$ cat config.mk
export PLATFORM = sky130hd
export DESIGN_NAME = pulse_pacer
export DESIGN_NICKNAME = d
export VERILOG_FILES = /design/src/rtl/cdc_pkg.sv /design/src/rtl/pulse_gap_timer.sv /design/src/rtl/pulse_pacer.sv
export SDC_FILE = /design/constraint.sdc
export NUM_CORES = 1
export LEC_CHECK = 0
export CORE_AREA = 2 2 39 41
export DETAILED_ROUTE_END_ITERATION = 8
export DIE_AREA = 0 0 41 43
export GPL_TIMING_DRIVEN = 1
export PLACE_DENSITY = 0.75
export SLEW_MARGIN = 20
export SYNTH_ARGS = -nofsm -noshare
export SYNTH_HDL_FRONTEND = slang
export SYNTH_SLANG_ARGS = --single-unit
$ cat constraint.sdc
create_clock -name clk_a -period 3.6 [get_ports clk_a]
set_input_delay 0.36 -clock clk_a [delete_from_list [all_inputs] [get_ports clk_a]]
set_output_delay 0.36 -clock clk_a [all_outputs]
set_load 0.02 [all_outputs]
$ cat src/rtl/cdc_pkg.sv
// cdc_pkg: shared state encoding and gap counter sizing for the pulse pacer
package cdc_pkg;
  typedef enum logic {IDLE = 1'b0, GAP = 1'b1} state_t;
  function automatic int gap_w(input int min_gap);
    return $clog2(min_gap + 1);
  endfunction
endpackage

$ cat src/rtl/pulse_gap_timer.sv
// pulse_gap_timer: down-counter holding off the next pulse for the reload count
module pulse_gap_timer #(
  parameter int MIN_GAP = 6,
  parameter int W = cdc_pkg::gap_w(MIN_GAP)
) (
  input  logic         clk,
  input  logic         rst,
  input  logic         load_i,
  input  logic [W-1:0] reload_i,
  output logic         expire_o,
  output logic         active_o
);
  localparam logic [W-1:0] ONE = 1;
  logic [W-1:0] cnt_q, cnt_d;
  assign expire_o = cnt_q == ONE;
  assign active_o = cnt_q != '0;
  // reload on issue, otherwise count down to zero and rest there
  always_comb cnt_d = load_i ? reload_i : active_o ? cnt_q - ONE : cnt_q;
  // counter register
  always_ff @(posedge clk) cnt_q <= rst ? '0 : cnt_d;
endmodule

$ cat src/rtl/pulse_pacer.sv
// pulse_pacer: queues event strobes and re-emits them as paced single-cycle pulses
module pulse_pacer
  import cdc_pkg::*;
#(
  parameter int MIN_GAP = 6,
  parameter int PEND_W = 4
) (
  input  logic              clk_a,
  input  logic              rst,
  input  logic              evt_in,
  input  logic              clr_ovf,
  output logic              pulse_a,
  output logic [PEND_W-1:0] pend_cnt,
  output logic              overflow,
  output logic              busy
);
  localparam int GW = gap_w(MIN_GAP);
  localparam logic [PEND_W-1:0] ONE = 1;
  localparam logic [PEND_W-1:0] PMAX = '1;
  state_t state_q;
  logic pulse_q, ovf_q, ovf_d, issue, drop, expire, gap_active;
  logic [PEND_W-1:0] pend_q, pend_d;
  assign issue = state_q == IDLE && pend_q != '0;
  assign drop = evt_in && !issue && pend_q == PMAX;
  assign pulse_a = pulse_q;
  assign pend_cnt = pend_q;
  assign overflow = ovf_q;
  assign busy = state_q != IDLE || gap_active || pend_q != '0;
  pulse_gap_timer #(.MIN_GAP(MIN_GAP), .W(GW)) u_gap (
    .clk(clk_a),
    .rst(rst),
    .load_i(issue),
    .reload_i(GW'(MIN_GAP)),
    .expire_o(expire),
    .active_o(gap_active)
  );
  // pending count: an event in an issue cycle nets to zero, so it is never dropped
  always_comb begin
    pend_d = (evt_in && !drop && !issue) ? pend_q + ONE : (!evt_in && issue) ? pend_q - ONE : pend_q;
    ovf_d = drop | (ovf_q & ~clr_ovf);
  end
  // pending counter and sticky overflow, a new drop beats clr_ovf
  always_ff @(posedge clk_a) begin
    pend_q <= rst ? '0 : pend_d;
    ovf_q <= rst ? 1'b0 : ovf_d;
  end
  // pacing FSM: one pulse from IDLE, then hold in GAP until the timer expires
  always_ff @(posedge clk_a) begin
    if (rst) begin
      state_q <= IDLE;
      pulse_q <= 1'b0;
    end else if (state_q == IDLE) begin
      pulse_q <= issue;
      if (issue) state_q <= GAP;
    end else begin
      pulse_q <= 1'b0;
      if (expire) state_q <= IDLE;
    end
  end
endmodule

**After elaboration in Yosys (flattened, before gate mapping)**

Index checks and enable logic that the tools add are counted.

- Register bits after elaboration: 10
- Output and inout port bits: 7

- Add/sub/neg operators: 3
- Equal/unequal tests: 2
- Muxes and demuxes: 7
- Bitwise operators: 4
- Reductions and logical operators: 17

Operators with widths:

| operator | count |
|---|---|
| 4-bit 2-to-1 mux | 2 |
| 1-bit logical AND | 6 |
| 3-bit 2-to-1 mux | 2 |
| 4-bit by 1-bit adder with 4-bit output (second input constant) | 1 |
| 4-bit == test (second input constant) | 1 |
| 2-bit nonzero test | 2 |
| 4-bit nonzero test | 1 |
| 2-bit OR reduction | 2 |
| 4-bit by 1-bit subtractor with 4-bit output (second input constant) | 1 |
| 3-bit by 1-bit == test with 1-bit output (second input constant) | 1 |
| 1-bit zero test | 3 |
| 1-bit 2-to-1 mux | 3 |
| 3-bit nonzero test | 1 |
| 3-bit by 1-bit subtractor with 3-bit output (second input constant) | 1 |
| 1-bit logical OR | 2 |
| 1-bit NOT | 2 |
| 1-bit AND | 1 |
| 1-bit OR | 1 |

**Depth between registers and ports, before layout**

- Word-level depth: 9
- Depth in mapped cells: 9
- Mapped depth without buffers: 9

**Cells and area by module**

A second synthesis with hierarchy kept.

- Cells, all modules: 76
- Area, all modules: 694.4 µm²

By module, submodules not included:

| module | times used | cells each | area each (µm²) | seq. area each (µm²) |
|---|---|---|---|---|
| pulse_pacer | 1 | 53 | 470.5 | 140.1 |
| pulse_gap_timer | 1 | 23 | 224.0 | 60.1 |

**Worst setup path before layout**

Ideal clock, no wire load.

- Kind: reg-to-reg
- Start: register pend_q[0], in the netlist pend_cnt[0]
- End: register pend_q[3], in the netlist pend_cnt[3]
- Data arrival time: 2.156 ns
- Path slack: 1.374 ns
- Cell stages (with the launch flop): 10
- Clock period less this slack: 2.226 ns
- Cell sequence: dfxtp_1 > nor3_1 > o21ai_0 > or2_2 > ha_1 > a21oi_1 > nand2_1 > nor3b_1 > or3_1 > a21oi_1

- Longest elaborated chain between the ends: 9
- Elaborated cells between the ends (all ways): 15
- Those cells by class: add/sub: 2; eq/ne: 1; mux: 2; reduce/logical: 10

Ends and longest elaborated chain:

| what | line | RTL |
|---|---|---|
| start, declared | pulse_pacer.sv:22 | `logic [PEND_W-1:0] pend_q, pend_d;` |
| start signal, assigned | pulse_pacer.sv:44 | `pend_q <= rst ? '0 : pend_d;` |
| 4-bit nonzero test | pulse_pacer.sv:23 | `assign issue = state_q == IDLE && pend_q != '0;` |
| 1-bit logical AND | pulse_pacer.sv:23 |  |
| 1-bit zero test | pulse_pacer.sv:24, pulse_pacer.sv:39 |  |
| 1-bit logical AND (2 in series) | pulse_pacer.sv:24 | `assign drop = evt_in && !issue && pend_q == PMAX;` |
| 1-bit zero test | pulse_pacer.sv:39 | `pend_d = (evt_in && !drop && !issue) ? pend_q + ONE : (!evt_in && issue) ? pend_q - ONE : pend_q;` |
| 1-bit logical AND (2 in series) | pulse_pacer.sv:39 |  |
| 4-bit 2-to-1 mux or 2-bit nonzero test (tied branches) | -- |  |

Parallel ways exist; a longest one is shown, timed or not. The select of a mux whose other input is x is not followed.
A chain may end at the register's enable or synchronous reset.

**Worst setup path in the final report**

- Start: input evt_in
- End: register pend_q[3], in the netlist pend_cnt[3]

- Longest elaborated chain between the ends: 6
- Elaborated cells between the ends (all ways): 9
- Those cells by class: mux: 1; reduce/logical: 8

Ends and longest elaborated chain:

| what | line | RTL |
|---|---|---|
| start, declared | pulse_pacer.sv:10 | `input logic evt_in,` |
| 1-bit logical AND (2 in series) | pulse_pacer.sv:24 |  |
| 1-bit zero test | pulse_pacer.sv:39 |  |
| 1-bit logical AND (2 in series) | pulse_pacer.sv:39 |  |
| 4-bit 2-to-1 mux or 2-bit nonzero test (tied branches) | -- |  |

Parallel ways exist; a longest one is shown, timed or not.

==> results.md <==
- Synth Register Bits: 10
- Routed WL per cell: 10.56 microns
- Number of DRC markers in iteration 0: 6
- Vias in the first global route: 393
- # hold bufs at CTS: 0
- Initial Util: 39.78%
- Port Buffers: 10
- P&R area growth vs syn: 23.18%
- Share of layout cells above drive strength 1: 9.722%
- Cell Area, Synth: 550.5 sq um
- Most frequent cells in the layout: 10 x clkdlybuf4s50_1, 10 x dfxtp_1, 6 x inv_1
- Clk pin slew, worst setup/hold paths: 50 ps
- Fill count: 136
- Unrepaired setup endpoints after global routing: false
- Global-route wire length before repair: 1.545 mm
- Largest net degree at the start of global routing: 11
- Root Driver: clkbuf_4
- Syn nets: 70
- VDD IR max: 0.0003483 V
- Antenna-violating nets left: 0
- Reg2Reg Depth: 9
- Die height: 43 microns
- Num ports: 11
- Multi-input gate area in the final layout: 312.8 sq um
- DR DRC count: 0
- R2R Path Start: pend_cnt[0]$_SDFFE_PP0P_
- Placed Cells: 85
- Max Freq: 412.1 MHz
- CP max FO: 4
- Worst path bufs/invs: 1
- Final Hold Viols: 0
- Worst setup SP type: input pin
- Required @ worst endpoint: 3780 ps
- Cells after synthesis: 61
- Setup Buffers After CTS: 0
- Max-cap violations: 0
- Avg Cell Area, Syn: 9.025 sq um
- Crit path top cell by count: a21oi_1
- Worst-margin pin slew: 390.6 ps
- Clock buffer depth: 2
- Worst skew pair latency: 260 ps
- Psw: 0.3208 mW
- Clk sink count: 10
- Seq/Total Area, Yosys: 36.36%
- Clock Skews: 9.922 ps
- Diodes inserted: 0
- Slew Limit Fails: 0
- WS Path Type: input pin to flip-flop
- Total negative setup slack: 0 ps
- Static Leak: 0.2671 nW
- CTS Buf Count: 3
- Grt ovf: 0
- Setup-failing EPs final: 0
- H-tree depth: 1
- TritonCTS clock tree: built
- Start point of the critical path: evt_in
- Initial antenna violation count: 0
- GP Congestion: 0.6778
- Tmin final: 2427 ps
- Main flop type after synthesis: dfxtp_1
- GR Util All Layers: 12.92%
- Synth area leader: dfxtp_1
- FFs w/ async S/R, synth: 0%
- Crit-path leading delay family: simple AND/OR/NAND/NOR gates
- Slew headroom: 73.68%
- Outcome: finished, final reports clean
- Final period utilization: 67.41%
- Power Internal: 0.4038 mW
- TritonRoute pass-1 iters: 6
- Final non-filler cell total: 88
- Reg area: 200.2 sq um
- Post-synth top area share: 36.36%
- Total power: 0.7246 mW
- Comb pwr share: 59.1%
- Number of cells on the critical path: 9
- Number of enable-type register cells in the synthesized netlist: 0
- Worst Hold Path Cells: 2
- Warnings, synthesis: 0
- CP endpoint kind: flip-flop
- Worst-path cell chain: clkdlybuf4s50_1 > o21ai_0 > or2_2 > ha_1 > a21oi_1 > nand2_1 > nor3b_1 > or3_1 > a21oi_1
- Top post-synthesis cells by area: dfxtp_1 36%, ha_1 9.1%, a21oi_1 4.5%
- Die area: 1763 sq um
- Post-synth cell types: 28
- Clock Power Share: 10.1%
- Post-CTS sizing: 0
- Register share of total power: 30.7%
- Switching part of the total: 44.27%
- Critical Path AT: 2610 ps
- Overall die width: 41 microns
- Core area: 1384 sq um
- # rows: 14
- Hold crit path type: flip-flop to flip-flop
- Slowest stage delay, CP: 540 ps
- Final nets: 83
- Hold_sp: state_q$_SDFF_PP0_
- Post-Route WL: 929 microns
- Slowest-stage cell, CP: clkdlybuf4s50_1
- DR vias: 465
- Vias per inst: 5.284
- P per Cell Area: 1068 nW/um^2
cell families (layout without fill, tap and decap cells):
group	count (synthesis)	after routing	share of synthesized area, %
AOI/OAI and AO/OA	13	13	14.55
adders and majority gates	5	5	12.73
DFF	10	10	36.36
xor gates and xnor gates	3	3	4.774
buffers and inverters	8	19	6.817
muxes	2	2	3.637
and+or+nand+nor	20	20	21.14
path summary, 6_finish.rpt:
kind	endpoint	slack, ps
worst max register to register	pend_cnt[3]$_SDFFE_PP0P_	1240
worst min-delay path	state_q$_SDFF_PP0_	520
worst min register to register	state_q$_SDFF_PP0_	520
worst max-delay path	pend_cnt[3]$_SDFFE_PP0P_	1170
final cells by class:
type,count,area share (%)
clock buffer,3,3.321
inverter,6,3.321
multi-input combinational,43,46.13
tap,16,2.952
timing repair buffer,10,14.76
sequential,10,29.52
power by group through the flow:
stage | clock network (mW) | logic (mW) | registers (mW)
after floorplan | 0 | 0.308 | 0.245
after global placement | 0 | 0.419 | 0.225
after detailed placement | 0 | 0.430 | 0.226
after CTS | 0.0755 | 0.433 | 0.224
after global routing | 0.0818 | 0.490 | 0.233
final | 0.0735 | 0.428 | 0.223
registers in the layout, summed over array words and instances (netlist names):
register	count
overflow	1
pend_cnt	4
pulse_a	1
state_q	1
u_gap.cnt_q	3
synth_stat cells (2+ instances only):
cell type,n
a21oi_1,5
dfxtp_1,10
ha_1,4
inv_1,6
mux2i_1,2
nand3_1,3
nor2_1,5
nor3_1,2
o21ai_0,3
or3_1,2
xnor2_1,2
worst register-to-register path, stage by stage, from the launching register on:
cell and delay (ps):
dfxtp_1 390, nor3_1 210, o21ai_0 180, or2_2 360, ha_1 330, a21oi_1 140, nand2_1 90, nor3b_1 150
or3_1 310, a21oi_1 140
stage by stage:
stage / cell area [sq um] / util, % / setup WS [ps] / hold slack (ps)
floorplan: 550.5 / - / 1374 / 486.9
global placement: 655.6 / 47.38 / 956.6 / 511.7
detailed placement: 655.6 / 47.38 / 945.8 / 518.1
CTS: 678.2 / 49.01 / 1194 / 525.9
global route: 678.2 / 49.01 / 1040 / 555.6
finish: 678.2 / 49.01 / 1173 / 518.5
layer usage:
layer | up-vias | wire length, microns | GRT usage (%)
li1 | 237 | - | -
met1 | 209 | 459 | 16.67
met2 | 19 | 418 | 17.50
met3 | 0 | 52 | 4.712
met4 | 0 | 0 | 8.000
met5 | - | 0 | 0
Power figures use the tool's default switching activity.
==> RTL change (same settings) <==
`MIN_GAP` is set to 6 in 2 places; all go to 12.
--- a/src/rtl/pulse_gap_timer.sv
+++ b/src/rtl/pulse_gap_timer.sv
@@ -1,5 +1,5 @@
 // pulse_gap_timer: down-counter holding off the next pulse for the reload count
 module pulse_gap_timer #(
-  parameter int MIN_GAP = 6,
+  parameter int MIN_GAP = 12,
   parameter int W = cdc_pkg::gap_w(MIN_GAP)
 ) (
--- a/src/rtl/pulse_pacer.sv
+++ b/src/rtl/pulse_pacer.sv
@@ -3,5 +3,5 @@
   import cdc_pkg::*;
 #(
-  parameter int MIN_GAP = 6,
+  parameter int MIN_GAP = 12,
   parameter int PEND_W = 4
 ) (
Behaviour: not the same (a bounded check fails within 10 cycles, from zero or initial values and one cycle with rst high).
==> RTL change against the original RTL <==
- core utilization grew 3.0 points
- wire length increased by 18%
- hold slack improved by 0.0037 ns
- total power up 11%
- cell area is 6.1% higher
- area after synthesis up 4.8%
- worst setup slack better by 0.076 ns
- synthesized cell count rose by 9.8%
- sequential cell count grew 1
- count of clock-buffer cells in the layout is 1 higher
- sequential share of layout area up 1.1 points
- critical path depth unchanged
- clock skew down 0.0078 ns
==> RTL change: results (changes against the original RTL) <==
[synthesis]
synth-compound-area-share_pct=12.80  ; -1.7 points
muxShareOfSynthArea_pct=3.688  ; +0.051 points
yosys.area_share.xor_xnor_pct=4.555  ; -0.22 points
synthTopCellsByArea=dfxtp_1 (38%), ha_1 (8.7%), a21oi_1 (6.1%)
synthAdderAreaFrac_pct=12.15  ; -0.58 points
synth_common_cells=dfxtp_1 (11), nor2_1 (9), a21oi_1 (7)
synth_nets=76  ; +8.6%
syn_area_per_cell_um2=8.609  ; -4.6%
ys_types=24  ; -14%
yosysSeqAreaShare_pct=38.18  ; +1.8 points

[power_and_ir_drop]
sw_frac_of_total_pct=43.75  ; -0.52 points
power.leakage_nw=0.2709  ; +1.4%
peakVddDrop_mv=0.4676  ; +34%

[placed_design]
routabilityCongestion=0.6960  ; +2.7%
post_dp_cell_area_um2=693.2  ; +5.7%
place.detailed.instances=92  ; +8.2%

[drt]
via_per_inst=5.208  ; -1.4%
firstDrtPassIters=4  ; -2
vias=500  ; +7.5%
wl_per_cell_um=11.39  ; +7.8%
dr.first_iter.drc_count=12  ; +6

[sta]
tightest_slew_ns=0.3921  ; +0.001505 ns
fin_skew_ns=0.002073  ; -0.007849 ns

[grt]
grt_max_degree=12  ; +1
grt_pass1_wl_um=1773  ; +15%
grt_usage_pct=15.14  ; +2.2 points
grt_pass1_vias=437  ; +11%

[cts]
h-tree-depth=1  ; unchanged
cts_buffers=3  ; unchanged
post_cts_resized=0  ; unchanged
path_clk_slew_ns=0.07  ; +0.02 ns

[layout]
nFillCells=138  ; +1.5%
drive_gt1_share_pct=10.00  ; +0.28 points
num-nets-final=90  ; +8.4%

[run_status]
status=finished clean

[setup_path]
arrival_ns=2.55  ; -0.06 ns

==> RTL change: cell types whose count changed after synthesis, sizes merged, moves of 2 or more <==
cell and delta:
buf -2, inv -2, a21oi +2, nor2 +4, nand2 +4
==> RTL change: worst paths after layout <==
check / startpoint / to / slack, ns / depth (start not counted)
setup reg to reg: pend_cnt[0]$_SDFFE_PP0P_ / pend_cnt[3]$_SDFFE_PP0P_ / 1.30 / 9
hold / removal: u_gap.cnt_q[1]$_SDFFE_PP0P_ / u_gap.cnt_q[1]$_SDFFE_PP0P_ / 0.52 / 2
hold reg to reg: u_gap.cnt_q[1]$_SDFFE_PP0P_ / u_gap.cnt_q[1]$_SDFFE_PP0P_ / 0.52 / 2
setup / recovery: evt_in / pend_cnt[3]$_SDFFE_PP0P_ / 1.25 / 9
==> RTL change: power by group through the flow <==
stage | combinational, mW | sequential [mW] | clock [mW]
3_5_place_dp | 0.477 | 0.253 | 0
3_3_place_gp | 0.460 | 0.249 | 0
5_1_grt | 0.530 | 0.261 | 0.0916
4_1_cts | 0.479 | 0.251 | 0.0868
2_1_floorplan | 0.327 | 0.269 | 0
6_report | 0.471 | 0.250 | 0.0822
==> RTL change: layout make-up <==
cell class              count  area, um^2  share of cell area (%)
clock buffers               4       26.28                   3.652
repair buffers             10       100.1                   13.91
flip-flops and latches     11       220.2                   30.61
multi-input cells          51       337.8                   46.96
well taps                  16       20.02                   2.783
inverters                   4       15.01                   2.087
==> RTL change: worst max-delay path: stages <==
cell,delay (ns)
clkdlybuf4s50_1,0.54
o21ai_0,0.16
or2_2,0.34
ha_1,0.33
a21oi_1,0.14
nand2_1,0.09
nor3b_1,0.15
or3_1,0.31
a21oi_1,0.13
==> RTL change: per-layer routing <==
metal,vias up,wire (um),GRT usage (%)
li1,259,-,-
met4,0,19,8.000
met5,-,0,0
met3,2,60,5.759
met1,227,499,17.97
met2,12,514,22.50
==> RTL change: metrics by stage <==
step | hold slack (ns) | setup WS, ns
after floorplan | 0.4431 | 1.389
after global placement | 0.5081 | 0.9904
after detailed placement | 0.5124 | 1.000
after CTS | 0.5223 | 1.257
after global routing | 0.5624 | 1.087
final | 0.5222 | 1.249
==> RTL change: kinds of logic after synthesis <==
logic type	count (synthesis)
compound gates	13
xor+xnor	3
fa+ha+maj	5
buf+inv	5
flops	11
mux	2
simple gates	28
